[src/rtl/merge_sort_pkg.sv]
// Shared types and constants for the merge-sort benchmark engine.
package merge_sort_pkg;

   typedef enum logic [2:0] {IDLE, FILL, MERGE, CHECK, DONE} state_e;

   // Galois right-shift mask for x^32 + x^22 + x^2 + x + 1
   localparam logic [31:0] LFSR_POLY = 32'h8020_0003;
   localparam logic [31:0] DEF_SEED  = 32'hACE1_2345;

   function automatic logic [31:0] lfsr_step(input logic [31:0] s);
      return {1'b0, s[31:1]} ^ (s[0] ? LFSR_POLY : 32'h0);
   endfunction

endpackage

[src/rtl/merge_sort_ram.sv]
// One write port, one synchronous read port; one instance per sort bank.
module merge_sort_ram #(
   parameter int N      = 32,
   parameter int DATA_W = 32,
   parameter int AW     = $clog2(N)
) (
   input  logic              clk,
   input  logic              we_i,
   input  logic [AW-1:0]     waddr_i,
   input  logic [DATA_W-1:0] wdata_i,
   input  logic [AW-1:0]     raddr_i,
   output logic [DATA_W-1:0] rdata_o
);

   logic [DATA_W-1:0] mem [N];

   // Write and registered read; read-during-write returns the old word
   always_ff @(posedge clk) begin
      if (we_i) mem[waddr_i] <= wdata_i;
      rdata_o <= mem[raddr_i];
   end

endmodule

[src/rtl/merge_sort_sim.sv]
// Merge-sort benchmark core: LFSR fill, bottom-up merge between two banks,
// ordered-scan check, and thread-style method handshakes.
module merge_sort_sim
   import merge_sort_pkg::*;
#(
   parameter int          N      = 32,
   parameter int          DATA_W = 32,
   parameter logic [31:0] SEED   = DEF_SEED
) (
   input  logic clk,
   input  logic reset,
   input  logic test_req,
   output logic test_busy,
   output logic test_return,
   input  logic run_req,
   output logic run_busy,
   input  logic start_req,
   output logic start_busy,
   input  logic join_req,
   output logic join_busy,
   input  logic yield_req,
   output logic yield_busy,
   input  logic finish_flag_in,
   input  logic finish_flag_we,
   output logic finish_flag_out
);

   localparam int             AW  = $clog2(N);
   localparam int             IW  = AW + 1;
   localparam logic [IW-1:0]  NI  = IW'(N);
   localparam logic [IW-1:0]  ONE = IW'(1);

   state_e              state_q;
   logic [31:0]         lfsr_q;
   logic [IW-1:0]       cnt_q, w_q, li_q, le_q, ri_q, re_q, o_q;
   logic [1:0]          ph_q;       // 0: fetch left head, 1: fetch right head, 2: merge
   logic                fr_q;       // which head sits on the RAM output: 1 = right
   logic                src_q;      // bank being read during a pass
   logic [DATA_W-1:0]   lh_q, rh_q, prev_q;
   logic                err_q, ret_q, ff_q, tb_q, rb_q, sb_q;

   logic [AW-1:0]       raddr, waddr;
   logic [DATA_W-1:0]   wdata, rd0, rd1, rd_data, eff_l, eff_r;
   logic                we0, we1, l_ok, r_ok, take_l, chk_fault;
   logic [IW-1:0]       nli, nri, wd;
   logic                unused_yield;

   assign rd_data   = src_q ? rd1 : rd0;
   // The head just consumed is replaced straight from the RAM output, so
   // the merge emits one element per cycle without a refill bubble.
   assign eff_l     = fr_q ? lh_q : rd_data;
   assign eff_r     = fr_q ? rd_data : rh_q;
   assign l_ok      = li_q < le_q;
   assign r_ok      = ri_q < re_q;
   assign take_l    = l_ok && (!r_ok || eff_l <= eff_r);
   assign nli       = li_q + ONE;
   assign nri       = ri_q + ONE;
   assign wd        = w_q << 1;
   assign chk_fault = (state_q == CHECK) && (cnt_q >= IW'(2)) && (prev_q > rd_data);

   assign we0   = (state_q == FILL) || ((state_q == MERGE) && ph_q == 2'd2 && src_q);
   assign we1   = (state_q == MERGE) && ph_q == 2'd2 && !src_q;
   assign waddr = (state_q == FILL) ? cnt_q[AW-1:0] : o_q[AW-1:0];
   assign wdata = (state_q == FILL) ? lfsr_q[DATA_W-1:0] : (take_l ? eff_l : eff_r);

   // Read address: head fetches, next element of the consumed run, or scan index
   always_comb begin
      raddr = '0;
      if (state_q == MERGE) begin
         if (ph_q == 2'd0)      raddr = li_q[AW-1:0];
         else if (ph_q == 2'd1) raddr = ri_q[AW-1:0];
         else                   raddr = take_l ? nli[AW-1:0] : nri[AW-1:0];
      end else if (state_q == CHECK) begin
         raddr = cnt_q[AW-1:0];
      end
   end

   merge_sort_ram #(.N(N), .DATA_W(DATA_W)) u_bank0 (
      .clk(clk), .we_i(we0), .waddr_i(waddr), .wdata_i(wdata),
      .raddr_i(raddr), .rdata_o(rd0)
   );

   merge_sort_ram #(.N(N), .DATA_W(DATA_W)) u_bank1 (
      .clk(clk), .we_i(we1), .waddr_i(waddr), .wdata_i(wdata),
      .raddr_i(raddr), .rdata_o(rd1)
   );

   // Sequencer: launch arbitration, fill, merge passes, scan, result
   always_ff @(posedge clk or negedge reset) begin
      if (!reset) begin
         state_q <= IDLE;
         lfsr_q  <= SEED;
         cnt_q   <= '0; w_q  <= '0; li_q <= '0; le_q <= '0;
         ri_q    <= '0; re_q <= '0; o_q  <= '0; ph_q <= '0;
         fr_q    <= 1'b0; src_q <= 1'b0;
         lh_q    <= '0; rh_q <= '0; prev_q <= '0;
         err_q   <= 1'b0; ret_q <= 1'b0; ff_q <= 1'b0;
         tb_q    <= 1'b0; rb_q <= 1'b0; sb_q <= 1'b0;
      end else begin
         case (state_q)
            IDLE: if (test_req || run_req || start_req) begin
               state_q <= FILL;
               cnt_q   <= '0;
               tb_q    <= test_req;
               rb_q    <= !test_req && run_req;
               sb_q    <= !test_req && !run_req;
            end
            FILL: begin
               lfsr_q <= lfsr_step(lfsr_q);
               cnt_q  <= cnt_q + ONE;
               if (cnt_q == IW'(N-1)) begin
                  state_q <= MERGE;
                  ph_q  <= 2'd0; src_q <= 1'b0; w_q <= ONE;
                  li_q  <= '0;   le_q  <= ONE;  ri_q <= ONE;
                  re_q  <= IW'(2); o_q <= '0;
               end
            end
            MERGE: case (ph_q)
               2'd0: ph_q <= 2'd1;
               2'd1: begin
                  lh_q <= rd_data;
                  fr_q <= 1'b1;
                  ph_q <= 2'd2;
               end
               default: begin
                  lh_q <= eff_l;
                  rh_q <= eff_r;
                  fr_q <= !take_l;
                  o_q  <= o_q + ONE;
                  if (take_l) li_q <= nli;
                  else        ri_q <= nri;
                  if (o_q + ONE == re_q) begin
                     ph_q <= 2'd0;
                     if (re_q == NI) begin
                        src_q <= !src_q;
                        if (wd == NI) begin
                           state_q <= CHECK;
                           cnt_q   <= '0;
                           err_q   <= 1'b0;
                        end else begin
                           w_q  <= wd;
                           li_q <= '0; le_q <= wd; ri_q <= wd;
                           re_q <= wd << 1; o_q <= '0;
                        end
                     end else begin
                        li_q <= re_q;      le_q <= re_q + w_q;
                        ri_q <= re_q + w_q; re_q <= re_q + wd;
                     end
                  end
               end
            endcase
            CHECK: begin
               cnt_q <= cnt_q + ONE;
               if (cnt_q != '0) prev_q <= rd_data;
               err_q <= err_q | chk_fault;
               if (cnt_q == NI) state_q <= DONE;
            end
            DONE: begin
               ret_q   <= !err_q;
               ff_q    <= 1'b1;
               tb_q    <= 1'b0; rb_q <= 1'b0; sb_q <= 1'b0;
               state_q <= IDLE;
            end
            default: state_q <= IDLE;
         endcase
         // External write wins over the DONE set in the same cycle
         if (finish_flag_we) ff_q <= finish_flag_in;
      end
   end

   assign unused_yield    = yield_req;
   assign test_busy       = tb_q;
   assign run_busy        = rb_q;
   assign start_busy      = sb_q;
   assign test_return     = ret_q;
   assign finish_flag_out = ff_q;
   assign join_busy       = join_req && (state_q != IDLE);
   assign yield_busy      = 1'b0;

endmodule

[config.mk]
export PLATFORM = sky130hd
export DESIGN_NAME = merge_sort_sim
export DESIGN_NICKNAME = d
export VERILOG_FILES = /design/src/rtl/merge_sort_pkg.sv /design/src/rtl/merge_sort_ram.sv /design/src/rtl/merge_sort_sim.sv
export SDC_FILE = /design/constraint.sdc
export NUM_CORES = 2
export LEC_CHECK = 0
export BUFFER_PORTS_ARGS = -buffer_cell sky130_fd_sc_hd__buf_2
export CAP_MARGIN = 40
export CORE_UTILIZATION = 30
export DETAILED_ROUTE_END_ITERATION = 10
export GPL_TIMING_DRIVEN = 0
export PLACE_DENSITY = 0.51
export RECOVER_POWER = 100
export SLEW_MARGIN = 20
export SYNTH_ARGS = -nofsm -noshare
export SYNTH_HDL_FRONTEND = slang
export SYNTH_HIERARCHICAL = 1
export SYNTH_SLANG_ARGS = --single-unit
[constraint.sdc]
create_clock -name clk -period 5.8 [get_ports clk]
set_input_delay 0.87 -clock clk [delete_from_list [all_inputs] [get_ports clk]]
set_output_delay 0.87 -clock clk [all_outputs]
set_load 0.05 [all_outputs]
Yosys cells after proc, flatten, opt, wreduce, memory -nomap -nowiden
Memory sizes are Yosys's and may differ from the RTL's. A register that Yosys moved wholly into a read port is not among the register bits.
Index checks and enable logic that the tools add are counted.
Storage, ports and cells
  register bits: 183
  memory bits (writable): 2048
  output and inout port bits: 7
  memories: 2
Operators by class
  $add $sub $neg: 6
  magnitude comparators: 5
  equality and inequality tests: 21
  multiplexer cells: 88
  bitwise gates (word level): 4
  reduce and logical (&&, ||, !) cells: 42
Memories
  u_bank0.mem: words 32, width 32, read ports 1, clocked after memory_dff 1, write ports 1, line merge_sort_ram.sv:15  | logic [DATA_W-1:0] mem [N];
  u_bank1.mem: words 32, width 32, read ports 1, clocked after memory_dff 1, write ports 1, line merge_sort_ram.sv:15
Operators by type and width (count)
  6-bit two-way mux: 33
  32-bit two-way mux: 6
  6-bit one-hot mux with 2 select lines: 6
  32-bit one-hot mux with 2 select lines: 1
  32-bit > comparator: 1
  32-bit <= comparator: 1
  31-bit by 32-bit bitwise XOR with 32-bit output: 1
  5-bit two-way mux: 6
  6-bit by 1-bit adder with 6-bit output, second input constant: 4
  3-bit two-way mux: 7
  6-bit one-hot mux with 3 select lines: 1
  1-bit two-way mux: 17
  5-bit AND reduction: 3
  6-bit adder: 2
  6-bit equality test, second input constant: 2
  6-bit < comparator: 2
  1-bit one-hot mux with 2 select lines: 6
  3-bit one-hot mux with 4 select lines: 1
  6-bit AND reduction: 2
  2-bit by 1-bit inequality test with 1-bit output, second input constant: 5
  1-bit logical AND: 9
  2-bit one-hot mux with 2 select lines: 2
  2-bit AND reduction: 4
  2-bit nonzero test: 4
  other kinds (24): 40

Longest topological paths before layout
  depth after elaboration: 11
  depth in mapped cells: 22
  depth with buffers taken out: 17

Hierarchy
The synthesis kept the hierarchy.
By module, submodules not included
  merge_sort_ram: times used 2, cells each 2260, area an instance 40492.6 um2, seq. area each 31390.1 um2
  merge_sort_sim: times used 1, cells each 1361, area an instance 11481.0 um2, seq. area each 4571.9 um2

Worst setup path before layout
No wires, ideal clock.
  path kind: register to register
  start: register fr_q
  end: memory u_bank0.mem[0][0] (data pin)
  arrival: 5722 ps
  slack: -624 ps
  stages on the path, launching flop included: 14
  buffers on the path: 3
  period minus slack after synthesis: 6424 ps
  path through: dfrtp_1 > clkbuf_1 > clkbuf_1 > buf_1 > mux2i_1 > ha_1 > a21oi_1 > o21ai_1 > a221o_1 > a211o_1 > o211a_4 > nor3_1 > a21oi_1 > o21ai_0
Between the ends
  longest elaborated chain between the ends: 6
RTL lines
  start, declared: line merge_sort_sim.sv:37  | logic fr_q;
  start signal, assigned: line merge_sort_sim.sv:128  | fr_q <= !take_l;
  32-bit two-way mux (on tied branches): line merge_sort_sim.sv:51, merge_sort_sim.sv:52
  32-bit <= comparator: line merge_sort_sim.sv:55  | assign take_l = l_ok && (!r_ok || eff_l <= eff_r);
  1-bit logical OR: line merge_sort_sim.sv:55
  1-bit logical AND: line merge_sort_sim.sv:55
  32-bit two-way mux (*) (2 in series): line merge_sort_sim.sv:64  | assign wdata = (state_q == FILL) ? lfsr_q[DATA_W-1:0] : (take_l ? eff_l : eff_r);
  via wdata[0]: line merge_sort_sim.sv:43  | logic [DATA_W-1:0] wdata, rd0, rd1, rd_data, eff_l, eff_r;
  end, declared: line merge_sort_ram.sv:15
The timed path passes the listed nets; every way through them passes the cells marked *.

Worst setup path after layout
  start: register src_q
  end: register u_bank1.rdata_o[5] (read register of u_bank1.mem)
Between the ends
  longest elaborated chain between the ends: 9
RTL lines
  start, declared: line merge_sort_sim.sv:38  | logic src_q;
  start signal, assigned: line merge_sort_sim.sv:135  | src_q <= !src_q;
  32-bit two-way mux (*): line merge_sort_sim.sv:48  | assign rd_data = src_q ? rd1 : rd0;
  32-bit two-way mux (on tied branches): line merge_sort_sim.sv:51, merge_sort_sim.sv:52
  32-bit <= comparator (*): line merge_sort_sim.sv:55
  1-bit logical OR (*): line merge_sort_sim.sv:55
  1-bit logical AND (*): line merge_sort_sim.sv:55
  5-bit two-way mux (*): line merge_sort_sim.sv:72  | else raddr = take_l ? nli[AW-1:0] : nri[AW-1:0];
  5-bit two-way mux (*): line merge_sort_sim.sv:71  | else if (ph_q == 2'd1) raddr = ri_q[AW-1:0];
  5-bit two-way mux (*): line merge_sort_sim.sv:70  | if (ph_q == 2'd0) raddr = li_q[AW-1:0];
  5-bit two-way mux (*): line merge_sort_sim.sv:69  | if (state_q == MERGE) begin
  via raddr[4]: line merge_sort_sim.sv:42  | logic [AW-1:0] raddr, waddr;
  end, declared: line merge_sort_ram.sv:12  | output logic [DATA_W-1:0] rdata_o
Marks and branches as above.
A chain may end at the register's enable or synchronous reset.

==> flow_summary.yaml <==
drt:
  first_pass_iters: 5
  drtAntennaViolNets: 0
  drt_iter0_drc: 4739
  routed_wl_um: 267000
  wl_per_cell_um: 25.3
  viasPerCell: 5.00
  drc: 0
  vias: 52967
grt:
  grt_pass1_wl_um: 380000
  grt_start_max_net_pins: 93
  track_usage: 0.169
  grt_antenna_before_repair: 12
  grt_remaining_overflow: 0
  grt_pass1_vias: 52074
timing:
  finalCritPeriodShare: 0.992
  clock_skew_ps: 71.8
  worstMarginPinSlew_ps: 2440
  setup_ws_ps: 44.8
  hold_viol: 0
  clock.fmax_mhz: 174
  fin_crit_ps: 5760
  rsz0062_at_grt: "yes"
  setup_viol: 0
  slew_headroom: -0.628
  slew_violations: 92
cts:
  cts_tree: "yes"
  cts_buffer_depth: 4
  clock_latency_ps: 900
  cts_root_buffer: "clkbuf_16"
  numCtsBuffers: 238
  clock_sinks: 2294
  path_clk_slew_ps: 60
  cts_max_level: 4
setup_path:
  required_ps: 6500
  cp-start-kind: "flip-flop"
  end_kind: "flip-flop"
  crit_path_max_incr_delay_ps: 590
  cp_slowest_cell: "o311ai_4"
  cpMostUsedCell: "buf_6"
  arrival_ps: 6450
  path_max_fanout: 10
  path_cells: "buf_12, buf_8, mux2i_2, mux2i_1, ha_1, nand4_1, nor2_1, nor4b_4, o31a_1, o211a_4, nor2_2, buf_4, buf_6, o311ai_4, buf_6, buf_6, or2_4, buf_4, nor3_1, a31oi_1, nand3_1"
  path_class: "flip-flop to flip-flop"
placed_design:
  gp_congestion: 0.857
  dpl.hpwl_um: 183000
  port_buffers: 13
  placed_area_sq_um: 101000
  pre_cts_slack_ps: -2710
synthesis:
  netlist_instances: 5881
  syn_area_sq_um: 92500
  synth_top_family_by_area: "multiplexers"
  async_reset_ff_frac: 0.0793
  yosys.area_share.simple: 0.0520
  ys_warn_count: 6
  synth.area.mux_share: 0.119
  syn_avg_cell_area_sq_um: 15.7
  synth-seq-cells: 2294
  synth.distinct_cells: 73
  synth_edf_count: 2048
  synth_compound_area_frac: 0.0636
  synth_adder_area_share: 0.0121
  ys_seq_area_frac: 0.728
  yosys.area_share.xor_xnor: 0.00246
  syn-num-nets: 5979
  yosys_most_used_dff: "edfxtp_1"
status:
  status: "finished, violations left"
  failed_checks: "max-capacitance violations, max-slew violations"
die:
  start_util: 0.302
  io_pins: 16
  die_h_um: 557
  coreArea_sq_um: 306000
  die_area_sq_um: 310000
  die_x_um: 557
  row_count: 203
finish:
  synthToLayoutAreaGrowth_pct: 20.0
  drive_gt1_frac: 0.164
  fill_cells: 28918
  nNetsFinal: 6377
  design_area_sq_um: 111000
  final_util: 0.362
pwr:
  leakagePower_nw: 35.9
  ir_worst_vdd_uv: 233
  power_density_nw_per_um2: 293
flow_run:
  drv_cap: 1
worst_hold_path:
  hold_class: "input port to flip-flop"
-- report_power, final --
group          total [mW]  internal (mW)  switching, mW
clock network        14.8           8.51           6.27
registers            17.7           17.7       0.000358
logic              0.0386        0.00488         0.0337
total                32.6           26.3           6.30
-- worst max-delay path: cells and delay by family, from the launching register on --
family	cells	cell delay (ps)
AO/OA/AOI/OAI	4	1450
AND/OR/NAND/NOR	7	1360
buffers and inverters	7	1350
multiplexers	2	650
flip-flops	1	380
adder cells (fa/ha/maj)	1	320
-- final timing paths --
path,startpoint,to,slack [ps],depth (start not counted)
max,src_q$_DFFE_PN0P_,u_bank1/rdata_o[5]$_DFF_P_,40,21
min,finish_flag_we,finish_flag_out$_DFFE_PN0P_,180,2
max reg2reg,src_q$_DFFE_PN0P_,u_bank1/rdata_o[5]$_DFF_P_,40,21
min reg2reg,lfsr_q[29]$_DFFE_PN1P_,lfsr_q[29]$_DFFE_PN1P_,460,2
max in group asynchronous,reset,prev_q[18]$_DFFE_PN0P_,2330,3
min in group asynchronous,reset,start_busy$_DFFE_PN0P_,590,2
-- per-layer routing --
layer	up-vias	wire, um	GRT usage
met1	27463	119000	0.236
met5	-	0	0
met3	354	15400	0.0226
met2	1539	126000	0.273
li1	23611	-	-
met4	0	7310	0.0485
-- kinds of logic (layout without fill, tap and decap cells) --
logic type               after synthesis  count (layout)
flip-flops                          2294            2294
multiplexers                        1095            1095
AND/OR/NAND/NOR                     1065            1065
AO/OA/AOI/OAI                        915             915
buffers and inverters                396             979
adder cells (fa/ha/maj)               89              89
XOR/XNOR                              26              26
other                                  1              20
-- sequential cells by signal, summed over array words and instances, names as in the netlist, 2 cells and up --
register / flops
cnt_q: 6
le_q: 6
lfsr_q: 32
lh_q: 32
li_q: 6
o_q: 6
ph_q: 2
prev_q: 32
re_q: 5
rh_q: 32
ri_q: 6
state_q: 3
u_bank0/mem: 1024
u_bank0/rdata_o: 32
u_bank1/mem: 1024
u_bank1/rdata_o: 32
w_q: 6
-- Yosys cell counts, types with 19 or more instances --
cell type | n | area share
inv_1 | 61 | 0.0025
dfxtp_1 | 64 | 0.014
a22o_1 | 129 | 0.012
edfxtp_1 | 2048 | 0.67
a31oi_1 | 71 | 0.0048
nor3_1 | 77 | 0.0042
xnor2_1 | 20 | 0.0019
buf_6 | 31 | 0.0038
nand3_1 | 284 | 0.015
nor2_1 | 99 | 0.0040
buf_1 | 19 | 0.00077
or3_1 | 38 | 0.0026
dfrtp_1 | 168 | 0.045
a22oi_1 | 197 | 0.016
ha_1 | 88 | 0.012
a21oi_1 | 254 | 0.014
o21ai_0 | 184 | 0.010
nand2_1 | 481 | 0.020
buf_4 | 74 | 0.0060
mux2i_1 | 1091 | 0.12
buf_2 | 73 | 0.0040
clkbuf_1 | 133 | 0.0054
a21o_1 | 20 | 0.0016
-- what timing repair did --
item	4_1_cts	5_1_grt
pin swaps	3	6
resized for setup	346	119
hold endpoints to repair	51	0
setup endpoints to repair	2108	64
gates cloned	0	0
hold buffers	1	0
setup buffers	8	4
-- stage by stage --
step                instances  power (mW)  hold slack [ps]  setup TNS (ps)
floorplan                5881        18.1              429               0
global placement         9994        18.1              449        -8934110
detailed placement      10128        18.1              450         -917320
CTS                     10559        32.9              113               0
global route            10570        33.5              146            -110
finish                  10583        32.6              177               0
-- placed cells by master (no fill, tap or decap), types with 35 or more instances in the layout --
cell and count:
edfxtp_1 2048, mux2i_1 1064, nand2_1 481, a21oi_1 255, clkbuf_16 245, nand3_1 199
a22oi_1 190, o21ai_0 180, dfrtp_1 166, clkbuf_1 134, a22o_1 129, buf_4 98
ha_1 88, nor2_4 64, dfxtp_1 64, buf_12 63, inv_1 62, buf_6 56
buf_2 52, clkinv_1 49, clkbuf_2 45, buf_16 45, nor3_2 45, nand3_4 43
nand3_2 42, or3_1 38, nor2_1 35, a31oi_4 35
-- final cells by class --
cell class | instances | area (sq um) | area share
flip-flops and latches | 2294 | 67400 | 0.607
multi-input cells | 3191 | 25600 | 0.230
clock buffers | 315 | 6560 | 0.0591
well taps | 4100 | 5130 | 0.0462
repair buffers | 161 | 2970 | 0.0267
plain buffers | 331 | 2230 | 0.0201
clock inverters | 110 | 915 | 0.00824
inverters | 62 | 233 | 0.00210
diodes | 19 | 47.5 | 0.000428
Note: power is estimated with default switching activity, not from simulation.
